File: config.mk
export PLATFORM = sky130hd
export DESIGN_NAME = fifo_stream_reader_flat
export DESIGN_NICKNAME = d
export VERILOG_FILES = /design/src/rtl/fifo_stream_pkg.sv /design/src/rtl/fifo_stream_reader_if.sv /design/src/rtl/fifo_stream_buf.sv /design/src/rtl/fifo_stream_reader.sv /design/src/flat_wrapper.sv
export SDC_FILE = /design/constraint.sdc
export NUM_CORES = 1
export LEC_CHECK = 0
export CAP_MARGIN = 40
export CORE_MARGIN = 4
export CORE_UTILIZATION = 23
export DETAILED_ROUTE_END_ITERATION = 10
export GPL_ROUTABILITY_DRIVEN = 0
export PLACE_DENSITY = 0.47
export SLEW_MARGIN = 40
export SYNTH_ARGS = -nofsm -noshare
export SYNTH_HDL_FRONTEND = slang
export SYNTH_SLANG_ARGS = --single-unit
File: constraint.sdc
create_clock -name clk -period 2.9 [get_ports clk]
set_clock_uncertainty 0.1 [all_clocks]
set_input_delay 0.29 -clock clk [delete_from_list [all_inputs] [get_ports clk]]
set_output_delay 0.29 -clock clk [all_outputs]
set_load 0.01 [all_outputs]
File: src/rtl/fifo_stream_pkg.sv
// Shared constants and types for the FIFO-to-stream read adapter.
package fifo_stream_pkg;

    localparam int BUF_ENTRIES = 2;

    typedef logic [1:0] occ_t;

endpackage

File: src/rtl/fifo_stream_reader_if.sv
// Valid/ready stream carrying words out of the FIFO reader.
interface fifo_stream_reader_if #(
    parameter int WIDTH = 8
);
    logic             valid;
    logic             ready;
    logic [WIDTH-1:0] data;

    modport master (output valid, output data, input ready);
    modport slave  (input valid, input data, output ready);
endinterface

File: src/rtl/fifo_stream_buf.sv
// Two-entry register FIFO; entry 0 is always the head so the output is a plain register.
module fifo_stream_buf
    import fifo_stream_pkg::*;
#(
    parameter int WIDTH = 8
) (
    input  logic             clk,
    input  logic             rstn,
    input  logic             push,
    input  logic [WIDTH-1:0] push_data,
    input  logic             pop,
    output logic [WIDTH-1:0] head_data,
    output occ_t             occ
);

    logic [WIDTH-1:0] entry_reg [BUF_ENTRIES];
    occ_t             occ_reg;
    occ_t             occ_next;
    occ_t             wr_idx;

    // The write slot is computed after the pop shift, so push+pop keeps order.
    assign wr_idx   = occ_reg - occ_t'(pop);
    assign occ_next = occ_reg + occ_t'(push) - occ_t'(pop);

    always_ff @(posedge clk or negedge rstn) begin
        if (!rstn) begin
            occ_reg <= '0;
        end else begin
            occ_reg <= occ_next;
        end
    end

    always_ff @(posedge clk) begin
        if (push && wr_idx == occ_t'(0)) begin
            entry_reg[0] <= push_data;
        end else if (pop) begin
            entry_reg[0] <= entry_reg[1];
        end
        if (push && wr_idx == occ_t'(1)) begin
            entry_reg[1] <= push_data;
        end
    end

    assign head_data = entry_reg[0];
    assign occ       = occ_reg;

endmodule

File: src/rtl/fifo_stream_reader.sv
// Drains a registered-read FIFO port into a valid/ready stream at one word per clock.
module fifo_stream_reader
    import fifo_stream_pkg::*;
#(
    parameter int WIDTH = 8
) (
    input  logic                 clk,
    input  logic                 rstn,
    output logic                 fifo_rd,
    input  logic [WIDTH-1:0]     fifo_rdata,
    input  logic                 fifo_rvalid,
    input  logic                 fifo_not_empty,
    fifo_stream_reader_if.master m,
    output occ_t                 occupancy,
    output logic                 err_underrun
);

    logic       inflight_reg;
    logic       err_reg;
    logic       pop;
    logic       push;
    occ_t       occ;
    logic [2:0] committed;

    assign pop  = m.valid & m.ready;
    assign push = inflight_reg & fifo_rvalid;

    // Only issue a read if its data is guaranteed a free slot when it returns.
    assign committed = {1'b0, occ} + {2'b00, inflight_reg} - {2'b00, pop};
    assign fifo_rd   = fifo_not_empty & rstn & (committed < 3'(BUF_ENTRIES));

    always_ff @(posedge clk or negedge rstn) begin
        if (!rstn) begin
            inflight_reg <= 1'b0;
            err_reg      <= 1'b0;
        end else begin
            inflight_reg <= fifo_rd;
            if (inflight_reg && !fifo_rvalid) begin
                err_reg <= 1'b1;
            end
        end
    end

    fifo_stream_buf #(
        .WIDTH (WIDTH)
    ) u_buf (
        .clk       (clk),
        .rstn      (rstn),
        .push      (push),
        .push_data (fifo_rdata),
        .pop       (pop),
        .head_data (m.data),
        .occ       (occ)
    );

    assign m.valid      = (occ != '0);
    assign occupancy    = occ;
    assign err_underrun = err_reg;

endmodule

File: src/flat_wrapper.sv
// flat-port wrapper written by rule: the top's interface ports become plain ports
module fifo_stream_reader_flat import fifo_stream_pkg::*;
#(
    parameter int WIDTH = 8
)
  (clk, rstn, fifo_rd, fifo_rdata, fifo_rvalid, fifo_not_empty, occupancy, err_underrun, m_valid, m_data, m_ready);
  fifo_stream_reader_if #(.WIDTH(WIDTH)) m_i ();
  input  logic clk;
  input  logic rstn;
  output logic fifo_rd;
  input  logic [WIDTH-1:0] fifo_rdata;
  input  logic fifo_rvalid;
  input  logic fifo_not_empty;
  output occ_t occupancy;
  output logic err_underrun;
  output wire logic [$bits(m_i.valid)-1:0] m_valid;
  output wire logic [$bits(m_i.data)-1:0] m_data;
  input wire logic [$bits(m_i.ready)-1:0] m_ready;
  assign m_valid = m_i.valid;
  assign m_data = m_i.data;
  assign m_i.ready = m_ready;
  fifo_stream_reader #(.WIDTH(WIDTH)) u_core (.clk(clk), .rstn(rstn), .fifo_rd(fifo_rd), .fifo_rdata(fifo_rdata), .fifo_rvalid(fifo_rvalid), .fifo_not_empty(fifo_not_empty), .m(m_i), .occupancy(occupancy), .err_underrun(err_underrun));
endmodule
==> metrics.txt, run 1 <==
# TYPE chip_impl_metric gauge
chip_impl_info{name="outcome",value="complete, no violations"} 1
chip_impl_metric{name="dp.final_hpwl",unit="um"} 1260
chip_impl_metric{name="cp_data_arrival_time",unit="ns"} 2.02
chip_impl_metric{name="syn-num-nets",unit=""} 76
chip_impl_metric{name="max-cap-violations",unit=""} 0
chip_impl_info{name="crit-reg2reg-launch",value="u_core.u_buf.occ[1]$_DFF_PN0_"} 1
chip_impl_info{name="ys_top_cells_by_area",value="edfxtp_1 52%, dfrtp_1 11%, mux2_2 9.8%"} 1
chip_impl_metric{name="finalCoreUtilization",unit="%"} 33.7
chip_impl_metric{name="timing.critical_path.slowest_cell_delay",unit="ns"} 0.51
chip_impl_metric{name="ir_drop",unit="mV"} 0.379
chip_impl_metric{name="numClockSinks",unit=""} 20
chip_impl_metric{name="grt.overflow.total",unit=""} 0
chip_impl_metric{name="average_instance_area_after_synthesis",unit="um^2"} 15.1
chip_impl_metric{name="drtPass1Iterations",unit=""} 2
chip_impl_metric{name="final_max_slew_viol_count",unit=""} 0
chip_impl_info{name="critical_path.top_delay_family",value="simple AND/OR/NAND/NOR gates"} 1
chip_impl_metric{name="die_w",unit="um"} 71.2
chip_impl_metric{name="number_of_antenna_violations_at_the_first_check_in_global_routing",unit=""} 0
chip_impl_metric{name="drc",unit=""} 0
chip_impl_info{name="crit_path_cell_trace",value="or2_2 -> nand2_1 -> nor2_1 -> fa_1 -> nand3_1 -> nor2_1 -> dlymetal6s2s_1"} 1
chip_impl_metric{name="route.final.wire_length",unit="um"} 1680
chip_impl_metric{name="clkTransAtPathRegs",unit="ns"} 0.07
chip_impl_metric{name="largest_register_ff_count",unit=""} 16
chip_impl_metric{name="timing_hold_violations_final",unit=""} 0
chip_impl_info{name="clock_tree.root_cell",value="clkbuf_8"} 1
chip_impl_metric{name="total_vias_in_the_final_route",unit=""} 545
chip_impl_metric{name="cellLeakagePower",unit="nW"} 0.485
chip_impl_metric{name="max_slew_margin",unit="%"} 51.9
chip_impl_metric{name="critical_path_buf_inv_count",unit=""} 1
chip_impl_metric{name="post-synth-top-area-fraction",unit="%"} 52.3
chip_impl_metric{name="ant_nets",unit=""} 0
chip_impl_metric{name="reg2regPathDepth",unit=""} 4
chip_impl_metric{name="coreArea",unit="um^2"} 3770
chip_impl_metric{name="share_of_layout_cells_above_drive_strength_1",unit="%"} 23.3
chip_impl_metric{name="die_h",unit="um"} 71.2
chip_impl_metric{name="vias_per_inst",unit=""} 4.07
chip_impl_info{name="worstReg2RegEnd",value="u_core.u_buf.entry_reg[0][11]$_DFFE_PP_"} 1
chip_impl_metric{name="yosysUniqueCellTypes",unit=""} 21
chip_impl_metric{name="num_rows",unit=""} 22
chip_impl_info{name="cts_tree",value="yes"} 1
chip_impl_metric{name="drtIter0Drc",unit=""} 20
chip_impl_info{name="slowest_stage_cell_cp",value="fa_1"} 1
chip_impl_metric{name="port_buf_inserts",unit=""} 25
chip_impl_metric{name="grt_start_max_net_pins",unit=""} 13
chip_impl_metric{name="timing.fmax",unit="MHz"} 415
chip_impl_metric{name="ctsHoldBuffers",unit=""} 0
chip_impl_metric{name="htree_num_levels",unit=""} 1
chip_impl_info{name="worstSetupStartpointType",value="register"} 1
chip_impl_metric{name="yosysSeqAreaShare",unit="%"} 63.2
chip_impl_metric{name="area_growth",unit="%"} 38.6
chip_impl_metric{name="yosys_warns",unit=""} 0
chip_impl_metric{name="grt_pass1_wl",unit="um"} 2670
chip_impl_metric{name="layout_worst_path_cycle_share",unit="%"} 83.1
chip_impl_metric{name="initial_utilization",unit="%"} 24.4
chip_impl_metric{name="final-setup-viol-count",unit=""} 0
chip_impl_metric{name="grt_pass1_vias",unit=""} 548
chip_impl_metric{name="power_per_cell_area",unit="nW/um^2"} 892
chip_impl_info{name="yosysTopAreaCell",value="edfxtp_1"} 1
chip_impl_metric{name="worstSkewPairLatency",unit="ns"} 0.25
chip_impl_metric{name="cts-root-to-sink-buffers",unit=""} 2
chip_impl_metric{name="period_minus_slack",unit="ns"} 2.41
chip_impl_metric{name="route.detailed.wl_per_inst",unit="um"} 12.5
chip_impl_metric{name="regToRegSetupSlack",unit="ns"} 1.07
chip_impl_info{name="cpMostUsedCell",value="nor2_1"} 1
chip_impl_metric{name="final_net_count",unit=""} 102
chip_impl_info{name="grt_setup_unrepaired",value="false"} 1
chip_impl_metric{name="synth_seq_cells",unit=""} 20
chip_impl_metric{name="tightestPinTransition",unit="ns"} 0.719
chip_impl_info{name="startpoint_to_endpoint_class_of_the_critical_path",value="register to primary output"} 1
chip_impl_metric{name="post-layout-total-power",unit="mW"} 1.14
chip_impl_metric{name="die_area",unit="um^2"} 5070
chip_impl_metric{name="antenna-diode-count",unit=""} 0
chip_impl_metric{name="synth.cell_area",unit="um^2"} 918
chip_impl_metric{name="track_usage",unit="%"} 6.93
chip_impl_metric{name="cts_buffers",unit=""} 3
chip_impl_metric{name="totalNegativeSetupSlack",unit="ns"} 0
chip_impl_metric{name="crit_fanout",unit=""} 3
chip_impl_metric{name="postSynthCellCount",unit=""} 61
chip_impl_metric{name="required",unit="ns"} 2.51
chip_impl_metric{name="num_io_pins",unit=""} 26
chip_impl_info{name="hold_class",value="primary input to asynchronous set/reset pin"} 1
chip_impl_metric{name="fin_worst_hold_slack",unit="ns"} 0.145
chip_impl_info{name="end_kind",value="primary output"} 1
[cells by family after synthesis]
group / after synthesis / share of synthesized area [%]
AND/OR/NAND/NOR: 10 / 5.04
adder cells (fa/ha/maj): 2 / 3.54
multiplexers: 9 / 10.9
buffers and inverters: 10 / 7.36
flip-flops: 20 / 63.2
AO/OA/AOI/OAI: 6 / 6.13
XOR/XNOR: 4 / 3.82
[layout by cell type, fill, tap and decap left out]
cell / n
a2bb2oi_1: 1
inv_1: 2
xnor2_1: 1
nand3_1: 1
clkdlybuf4s50_1: 24
and2b_2: 1
fa_1: 1
clkbuf_8: 3
a21boi_2: 1
mux2_2: 8
edfxtp_1: 16
or2_2: 1
nand2_1: 4
o21ai_4: 1
bufinv_16: 1
xor2_1: 3
dlymetal6s2s_1: 1
ha_1: 1
dfrtp_1: 4
mux2i_1: 1
buf_4: 4
a21o_1: 1
o21ai_0: 1
a21boi_0: 1
nor2_1: 3
[stage by stage]
step / cells / setup slack (ns) / cell area, um^2
finish: 134 / 0.491 / 1270
global route: 134 / 0.341 / 1270
CTS: 134 / 0.0599 / 1270
detailed placement: 130 / 0.221 / 1200
global placement: 130 / 0.251 / 1200
floorplan: 61 / 0.720 / 918
[worst max path at each step]
stage | start | end | cells past startpoint
finish | u_core.u_buf.occ[0]$_DFF_PN0_ | fifo_rd | 7
global route | u_core.u_buf.occ[0]$_DFF_PN0_ | fifo_rd | 7
CTS | u_core.u_buf.occ[0]$_DFF_PN0_ | fifo_rd | 7
detailed placement | m_ready | fifo_rd | 7
global placement | m_ready | fifo_rd | 7
floorplan | u_core.u_buf.occ[1]$_DFF_PN0_ | fifo_rd | 6
[worst reg2reg max path, delay by kind of cell (launching register included)]
kind / cells / cell delay [ns]
AND/OR/NAND/NOR: 2 / 0.77
flip-flops: 1 / 0.37
buffers and inverters: 1 / 0.17
AO/OA/AOI/OAI: 1 / 0.05
[Yosys cell counts]
library cell	instances
fa_1	1
a21boi_2	1
and2b_2	1
o21ai_0	1
xnor2_1	1
inv_1	2
mux2i_1	1
a2bb2oi_1	1
mux2_2	8
edfxtp_1	16
a21boi_0	1
buf_4	8
or2_2	1
nor2_1	3
a21o_1	1
ha_1	1
nand2_1	4
nand3_1	1
o21ai_4	1
xor2_1	3
dfrtp_1	4
[area by class of cell]
type | instances | area [um^2]
fillers | 371 | 2500
flip-flops and latches | 20 | 581
repair buffers | 29 | 283
multi-input cells | 31 | 270
well taps | 48 | 60.1
clock buffers | 3 | 41.3
clock inverters | 1 | 30.0
inverters | 2 | 7.51
[layer usage]
layer / GRT usage [%] / wire length (um)
met1: 8.92 / 749
met2: 10.1 / 778
met3: 3.27 / 134
met4: 2.51 / 19
met5: 0 / 0
[where the power goes]
part	internal, mW	total, mW	leakage, nW	switching (mW)
logic	0.248	0.447	0.254	0.199
registers	0.387	0.414	0.195	0.0269
clock network	0.184	0.275	0.0357	0.0906
total	0.819	1.14	0.485	0.316
[what timing repair did]
| action | CTS | global route |
|---|---|---|
| setup buffers | 0 | 0 |
| resized for setup | 0 | 1 |
| setup endpoints to repair | 0 | 1 |
Power figures use the tool's default switching activity.
==> run 2: changes to the inputs <==
clock period = 2.5 ns   (was 2.9 ns; I/O delays follow)
==> run 2 against run 1 <==
Compared with the run above:
- worst hold slack got worse by 0.039 ns
- clock power increased by 17%
- largest power group unchanged
- design area unchanged
- critical path type unchanged
- highest routed layer unchanged
- final cell count rose by 0.75%
==> metrics.txt, run 2 (synthesized netlist as in run 1, its figures left out) <==
# TYPE chip_impl_metric gauge
chip_impl_metric{name="grt_start_max_net_pins",unit=""} 13
chip_impl_info{name="end_kind",value="primary output"} 1
chip_impl_metric{name="final_net_count",unit=""} 103
chip_impl_info{name="worst_setup_path_startpoint",value="u_core.u_buf.occ[0]$_DFF_PN0_"} 1
chip_impl_metric{name="vias_per_inst",unit=""} 3.96
chip_impl_metric{name="grt_pass1_wl",unit="um"} 2650
chip_impl_metric{name="final-setup-viol-count",unit=""} 0
chip_impl_metric{name="layout_worst_path_cycle_share",unit="%"} 92.3
chip_impl_metric{name="post-layout-total-power",unit="mW"} 1.32
chip_impl_metric{name="worstSkewPairLatency",unit="ns"} 0.25
chip_impl_metric{name="die_area",unit="um^2"} 5070
chip_impl_metric{name="area_occupied_by_multi_input_gates",unit="um^2"} 270
chip_impl_info{name="hold_class",value="primary input to asynchronous set/reset pin"} 1
chip_impl_metric{name="total_vias_in_the_final_route",unit=""} 535
chip_impl_metric{name="grt.overflow.total",unit=""} 0
chip_impl_metric{name="drtIter0Drc",unit=""} 16
chip_impl_metric{name="share_of_layout_cells_above_drive_strength_1",unit="%"} 25.3
chip_impl_metric{name="ir_drop",unit="mV"} 0.476
chip_impl_metric{name="antenna-diode-count",unit=""} 0
chip_impl_metric{name="finalCoreUtilization",unit="%"} 33.7
chip_impl_metric{name="cts-root-to-sink-buffers",unit=""} 2
chip_impl_metric{name="final_max_slew_viol_count",unit=""} 0
chip_impl_metric{name="route.detailed.wl_per_inst",unit="um"} 12.1
chip_impl_metric{name="totalNegativeSetupSlack",unit="ns"} 0
chip_impl_info{name="cts_tree",value="yes"} 1
chip_impl_info{name="worstSetupStartpointType",value="register"} 1
chip_impl_metric{name="power_per_cell_area",unit="nW/um^2"} 1040
chip_impl_metric{name="drc",unit=""} 0
chip_impl_metric{name="ctsHoldBuffers",unit=""} 0
chip_impl_metric{name="drtPass1Iterations",unit=""} 3
chip_impl_info{name="startpoint_to_endpoint_class_of_the_critical_path",value="register to primary output"} 1
chip_impl_metric{name="port_buf_inserts",unit=""} 25
chip_impl_metric{name="tightestPinTransition",unit="ns"} 0.703
chip_impl_metric{name="ant_nets",unit=""} 0
chip_impl_metric{name="ff_latch_area",unit="um^2"} 581
chip_impl_info{name="final_cell_mix",value="24 x clkdlybuf4s50_1, 16 x edfxtp_1, 8 x mux2_2, 5 x buf_4"} 1
chip_impl_metric{name="largest_register_ff_count",unit=""} 16
chip_impl_metric{name="crit_fanout",unit=""} 3
chip_impl_metric{name="grt_pass1_vias",unit=""} 566
chip_impl_metric{name="max-cap-violations",unit=""} 0
chip_impl_info{name="crit-reg2reg-launch",value="u_core.u_buf.occ[1]$_DFF_PN0_"} 1
chip_impl_info{name="grt_setup_unrepaired",value="false"} 1
chip_impl_metric{name="required",unit="ns"} 2.15
chip_impl_metric{name="track_usage",unit="%"} 6.73
chip_impl_metric{name="numClockSinks",unit=""} 20
chip_impl_metric{name="htree_num_levels",unit=""} 1
chip_impl_metric{name="route.final.wire_length",unit="um"} 1640
chip_impl_metric{name="timing.fmax",unit="MHz"} 434
chip_impl_metric{name="cp_data_arrival_time",unit="ns"} 1.96
chip_impl_metric{name="die_h",unit="um"} 71.2
chip_impl_info{name="most_frequent_standard_cell_in_the_layout_excluding_fill_and_tap_cells",value="clkdlybuf4s50_1"} 1
chip_impl_metric{name="die_w",unit="um"} 71.2
chip_impl_info{name="outcome",value="complete, no violations"} 1
chip_impl_metric{name="period_minus_slack",unit="ns"} 2.31
chip_impl_metric{name="timing_hold_violations_final",unit=""} 0
chip_impl_metric{name="num_rows",unit=""} 22
chip_impl_metric{name="fillCellCount",unit=""} 367
chip_impl_metric{name="cts_buffers",unit=""} 3
chip_impl_metric{name="number_of_antenna_violations_at_the_first_check_in_global_routing",unit=""} 0
chip_impl_metric{name="area_growth",unit="%"} 38.6
chip_impl_metric{name="num_io_pins",unit=""} 26
chip_impl_info{name="clock_tree.root_cell",value="clkbuf_8"} 1
chip_impl_metric{name="max_slew_margin",unit="%"} 53.0
chip_impl_metric{name="clkTransAtPathRegs",unit="ns"} 0.08
chip_impl_metric{name="coreArea",unit="um^2"} 3770
chip_impl_metric{name="cellLeakagePower",unit="nW"} 0.473
chip_impl_metric{name="initial_utilization",unit="%"} 24.4
run 2: cell types whose count changed in the layout (fill, tap and decap cells not counted):
| cell | before | now |
|---|---|---|
| clkbuf_2 | 0 | 1 |
| buf_4 | 4 | 5 |
| dlymetal6s2s_1 | 1 | 0 |
run 2: metrics by stage:
step	std cells	area, um^2	worst slack [ns]	hold slack [ns]
2_1_floorplan	61	918	0.360	-0.146
3_3_place_gp	131	1210	-0.0715	0.358
3_5_place_dp	131	1210	-0.0915	0.352
4_1_cts	135	1280	0.0327	0.109
5_1_grt	135	1270	0.0496	0.118
6_report	135	1270	0.194	0.107
run 2: where the power goes:
| group | internal (mW) | leakage [nW] | switching, mW | total, mW |
|---|---|---|---|---|
| clock | 0.213 | 0.0357 | 0.107 | 0.321 |
| combinational | 0.290 | 0.242 | 0.231 | 0.521 |
| sequential | 0.449 | 0.195 | 0.0295 | 0.478 |
run 2: area by class of cell:
| type | instances | area share [%] |
|---|---|---|
| Inverter | 2 | 0.590 |
| Timing Repair Buffer | 30 | 22.2 |
| Clock inverter | 1 | 2.36 |
| Tap cell | 48 | 4.72 |
| Clock buffer | 3 | 3.24 |
| Sequential cell | 20 | 45.6 |
| Multi-Input combinational cell | 31 | 21.2 |
run 2: final timing paths:
path                       slack [ns]  depth (start not counted)                                       to
min in group clk                 0.37                          1          u_core.err_underrun$_DFFE_PN0P_
max in group asynchronous        2.01                          1            u_core.u_buf.occ[1]$_DFF_PN0_
min reg2reg                      0.37                          1          u_core.err_underrun$_DFFE_PN0P_
min                              0.11                          1          u_core.err_underrun$_DFFE_PN0P_
max reg2reg                      0.68                          4  u_core.u_buf.entry_reg[0][10]$_DFFE_PP_
max                              0.19                          7                                  fifo_rd
run 2: worst max-delay path: stages, from the launching register on:
cell      delay (ns)
dfrtp_1         0.37
or2_2           0.32
nand2_1         0.10
nor2_1          0.06
fa_1            0.51
nand3_1         0.07
nor2_1          0.12
clkbuf_2        0.15
run 2: layer usage:
layer | track usage, % | share of wire, % | vias to the layer above
li1 | - | - | 259
met1 | 7.96 | 45 | 254
met2 | 10.8 | 46 | 20
met3 | 3.27 | 7.9 | 2
met4 | 1.88 | 0.49 | 0
met5 | 0 | 0 | -
run 2: timing repair:
action | 4_1_cts | 5_1_grt
gates resized for setup | 1 | 2
hold endpoints to repair | 0 | 0
setup endpoints to repair | 1 | 1
setup buffers | 0 | 0
==> run 3: changes to the inputs <==
clock period = 2.4 ns   (was 2.5 ns; I/O delays follow)
==> run 3 against run 2 <==
Compared with the run above:
- non-clock buffer count increased by 3
- via count increased by 4.9%
- critical endpoint unchanged
- setup slack worse by 0.088 ns
- power grew 7.2%
- highest routed layer unchanged
- clock-buffer cell count did not move
- wire length is 4.8% higher
==> metrics.txt, run 3 (synthesized netlist as in run 1, its figures left out) <==
# TYPE chip_impl_metric gauge
chip_impl_metric{name="grt_start_max_net_pins",unit=""} 13
chip_impl_metric{name="placedInstanceArea",unit="um^2"} 1220
chip_impl_metric{name="fin_worst_hold_slack",unit="ns"} 0.0950
chip_impl_metric{name="tightestPinTransition",unit="ns"} 0.750
chip_impl_metric{name="drtPass1Iterations",unit=""} 2
chip_impl_metric{name="route.final.wire_length",unit="um"} 1720
chip_impl_metric{name="die_area",unit="um^2"} 5070
chip_impl_metric{name="power.share.switching",unit="%"} 27.9
chip_impl_metric{name="route.detailed.wl_per_inst",unit="um"} 12.4
chip_impl_info{name="most_frequent_standard_cell_in_the_layout_excluding_fill_and_tap_cells",value="clkdlybuf4s50_1"} 1
chip_impl_metric{name="clkTransAtPathRegs",unit="ns"} 0.07
chip_impl_metric{name="required",unit="ns"} 2.06
chip_impl_metric{name="timing_hold_violations_final",unit=""} 0
chip_impl_metric{name="drtIter0Drc",unit=""} 11
chip_impl_metric{name="layout_worst_path_cycle_share",unit="%"} 95.6
chip_impl_info{name="outcome",value="complete, no violations"} 1
chip_impl_metric{name="period_minus_slack",unit="ns"} 2.29
chip_impl_metric{name="ir_drop",unit="mV"} 0.517
chip_impl_info{name="cts_tree",value="yes"} 1
chip_impl_metric{name="final_net_count",unit=""} 106
chip_impl_metric{name="die_h",unit="um"} 71.2
chip_impl_info{name="startpoint_to_endpoint_class_of_the_critical_path",value="register to primary output"} 1
chip_impl_metric{name="htree_num_levels",unit=""} 1
chip_impl_metric{name="track_usage",unit="%"} 7.46
chip_impl_metric{name="grt.overflow.total",unit=""} 0
chip_impl_metric{name="grt_pass1_vias",unit=""} 634
chip_impl_metric{name="area_growth",unit="%"} 41.3
chip_impl_metric{name="power_internal",unit="mW"} 1.02
chip_impl_metric{name="numClockSinks",unit=""} 20
chip_impl_metric{name="num_io_pins",unit=""} 26
chip_impl_metric{name="max_slew_margin",unit="%"} 49.8
chip_impl_metric{name="cts-root-to-sink-buffers",unit=""} 2
chip_impl_metric{name="port_buf_inserts",unit=""} 25
chip_impl_metric{name="placed_cells_incl_taps",unit=""} 133
chip_impl_metric{name="cts_buffers",unit=""} 3
chip_impl_metric{name="dp.final_hpwl",unit="um"} 1280
chip_impl_metric{name="final_max_slew_viol_count",unit=""} 0
chip_impl_metric{name="max-cap-violations",unit=""} 0
chip_impl_metric{name="cellLeakagePower",unit="nW"} 0.489
chip_impl_metric{name="final-instance-count-excl-fill",unit=""} 138
chip_impl_metric{name="grt_pass1_wl",unit="um"} 2900
chip_impl_metric{name="coreArea",unit="um^2"} 3770
chip_impl_metric{name="share_of_layout_cells_above_drive_strength_1",unit="%"} 28.9
chip_impl_metric{name="stdcell_area",unit="um^2"} 1300
chip_impl_metric{name="drc",unit=""} 0
chip_impl_metric{name="num_rows",unit=""} 22
chip_impl_info{name="end_kind",value="primary output"} 1
chip_impl_metric{name="die_w",unit="um"} 71.2
chip_impl_metric{name="cp_data_arrival_time",unit="ns"} 1.95
chip_impl_metric{name="totalNegativeSetupSlack",unit="ns"} 0
chip_impl_metric{name="timing.fmax",unit="MHz"} 436
chip_impl_info{name="worstSetupStartpointType",value="register"} 1
chip_impl_metric{name="largest_register_ff_count",unit=""} 16
chip_impl_metric{name="crit_fanout",unit=""} 2
chip_impl_metric{name="p_clk_share",unit="%"} 23.3
chip_impl_metric{name="number_of_antenna_violations_at_the_first_check_in_global_routing",unit=""} 0
chip_impl_metric{name="antenna-diode-count",unit=""} 0
chip_impl_info{name="clock_tree.root_cell",value="clkbuf_8"} 1
chip_impl_metric{name="regToRegSetupSlack",unit="ns"} 0.54
chip_impl_metric{name="ctsHoldBuffers",unit=""} 0
chip_impl_info{name="hold_class",value="primary input to asynchronous set/reset pin"} 1
chip_impl_metric{name="worstSkewPairLatency",unit="ns"} 0.25
chip_impl_info{name="final_cell_mix",value="24 x clkdlybuf4s50_1, 16 x edfxtp_1, 8 x mux2_2, 8 x buf_4"} 1
chip_impl_metric{name="power_per_cell_area",unit="nW/um^2"} 1090
chip_impl_metric{name="ant_nets",unit=""} 0
chip_impl_metric{name="vias_per_inst",unit=""} 4.07
chip_impl_metric{name="final-setup-viol-count",unit=""} 0
chip_impl_metric{name="power.switching",unit="uW"} 394
chip_impl_metric{name="share_comb_of_total_power",unit="%"} 41.8
chip_impl_metric{name="initial_utilization",unit="%"} 24.4
chip_impl_metric{name="total_vias_in_the_final_route",unit=""} 561
chip_impl_metric{name="power.share.sequential",unit="%"} 34.9
[run 3: cell count changes in the layout (fill, tap and decap cells not counted)]
| cell | before | now |
|---|---|---|
| buf_4 | 5 | 8 |
| buf_2 | 0 | 1 |
| clkbuf_2 | 1 | 0 |
| nor2_1 | 3 | 2 |
| nor2_2 | 0 | 1 |
[run 3: power by group through the flow]
stage	combinational [mW]	clock, mW	sequential, mW
finish	0.591	0.329	0.494
CTS	0.602	0.346	0.496
global placement	0.591	0	0.502
detailed placement	0.592	0	0.503
global route	0.659	0.359	0.501
floorplan	0.299	0	0.540
[run 3: path summary, 6_finish.rpt]
check                                                start  depth (start not counted)                                       to
setup / recovery             u_core.u_buf.occ[0]$_DFF_PN0_                          7                                  fifo_rd
hold / removal                                        rstn                          1            u_core.u_buf.occ[1]$_DFF_PN0_
setup reg to reg             u_core.u_buf.occ[1]$_DFF_PN0_                          4  u_core.u_buf.entry_reg[0][12]$_DFFE_PP_
hold reg to reg            u_core.err_underrun$_DFFE_PN0P_                          1          u_core.err_underrun$_DFFE_PN0P_
max in group asynchronous                             rstn                          1            u_core.inflight_reg$_DFF_PN0_
min in group clk           u_core.err_underrun$_DFFE_PN0P_                          1          u_core.err_underrun$_DFFE_PN0P_
[run 3: timing repair]
item / in CTS / in global routing
hold endpoints to repair: 0 / 0
buffers inserted: 0 / 1
resized for setup: 4 / 1
pin swaps: 0 / 1
setup endpoints to repair: 1 / 1
[run 3: cell type report]
type | count | area (um^2)
well taps | 48 | 60.1
flip-flops and latches | 20 | 581
clock buffers | 3 | 41.3
inverters | 2 | 7.51
clock inverters | 1 | 30.0
multi-input cells | 31 | 273
repair buffers | 33 | 305
fillers | 359 | 2470
[run 3: critical path, stage by stage, from the launching register on]
cell and delay [ns]:
dfrtp_1 0.38, or2_2 0.30, nand2_1 0.09, nor2_1 0.06
fa_1 0.50, nand3_1 0.09, nor2_2 0.14, buf_2 0.14
[run 3: per-stage QoR]
step                setup WS [ns]  power (mW)  util [%]
global route              -0.0257        1.52      34.4
floorplan                   0.270       0.839         -
CTS                       0.00341        1.44      34.4
detailed placement         -0.190        1.10      32.4
finish                      0.106        1.41      34.4
global placement           -0.149        1.09      32.4
[run 3: per-layer routing]
layer	vias to the layer above	global-route usage, %	part of all wire [%]	routed length [um]
met4	0	1.88	0.52	9
met1	269	7.87	40	687
met3	2	4.97	11	189
met2	24	12.2	48	831
li1	266	-	-	-
met5	-	0	0	0
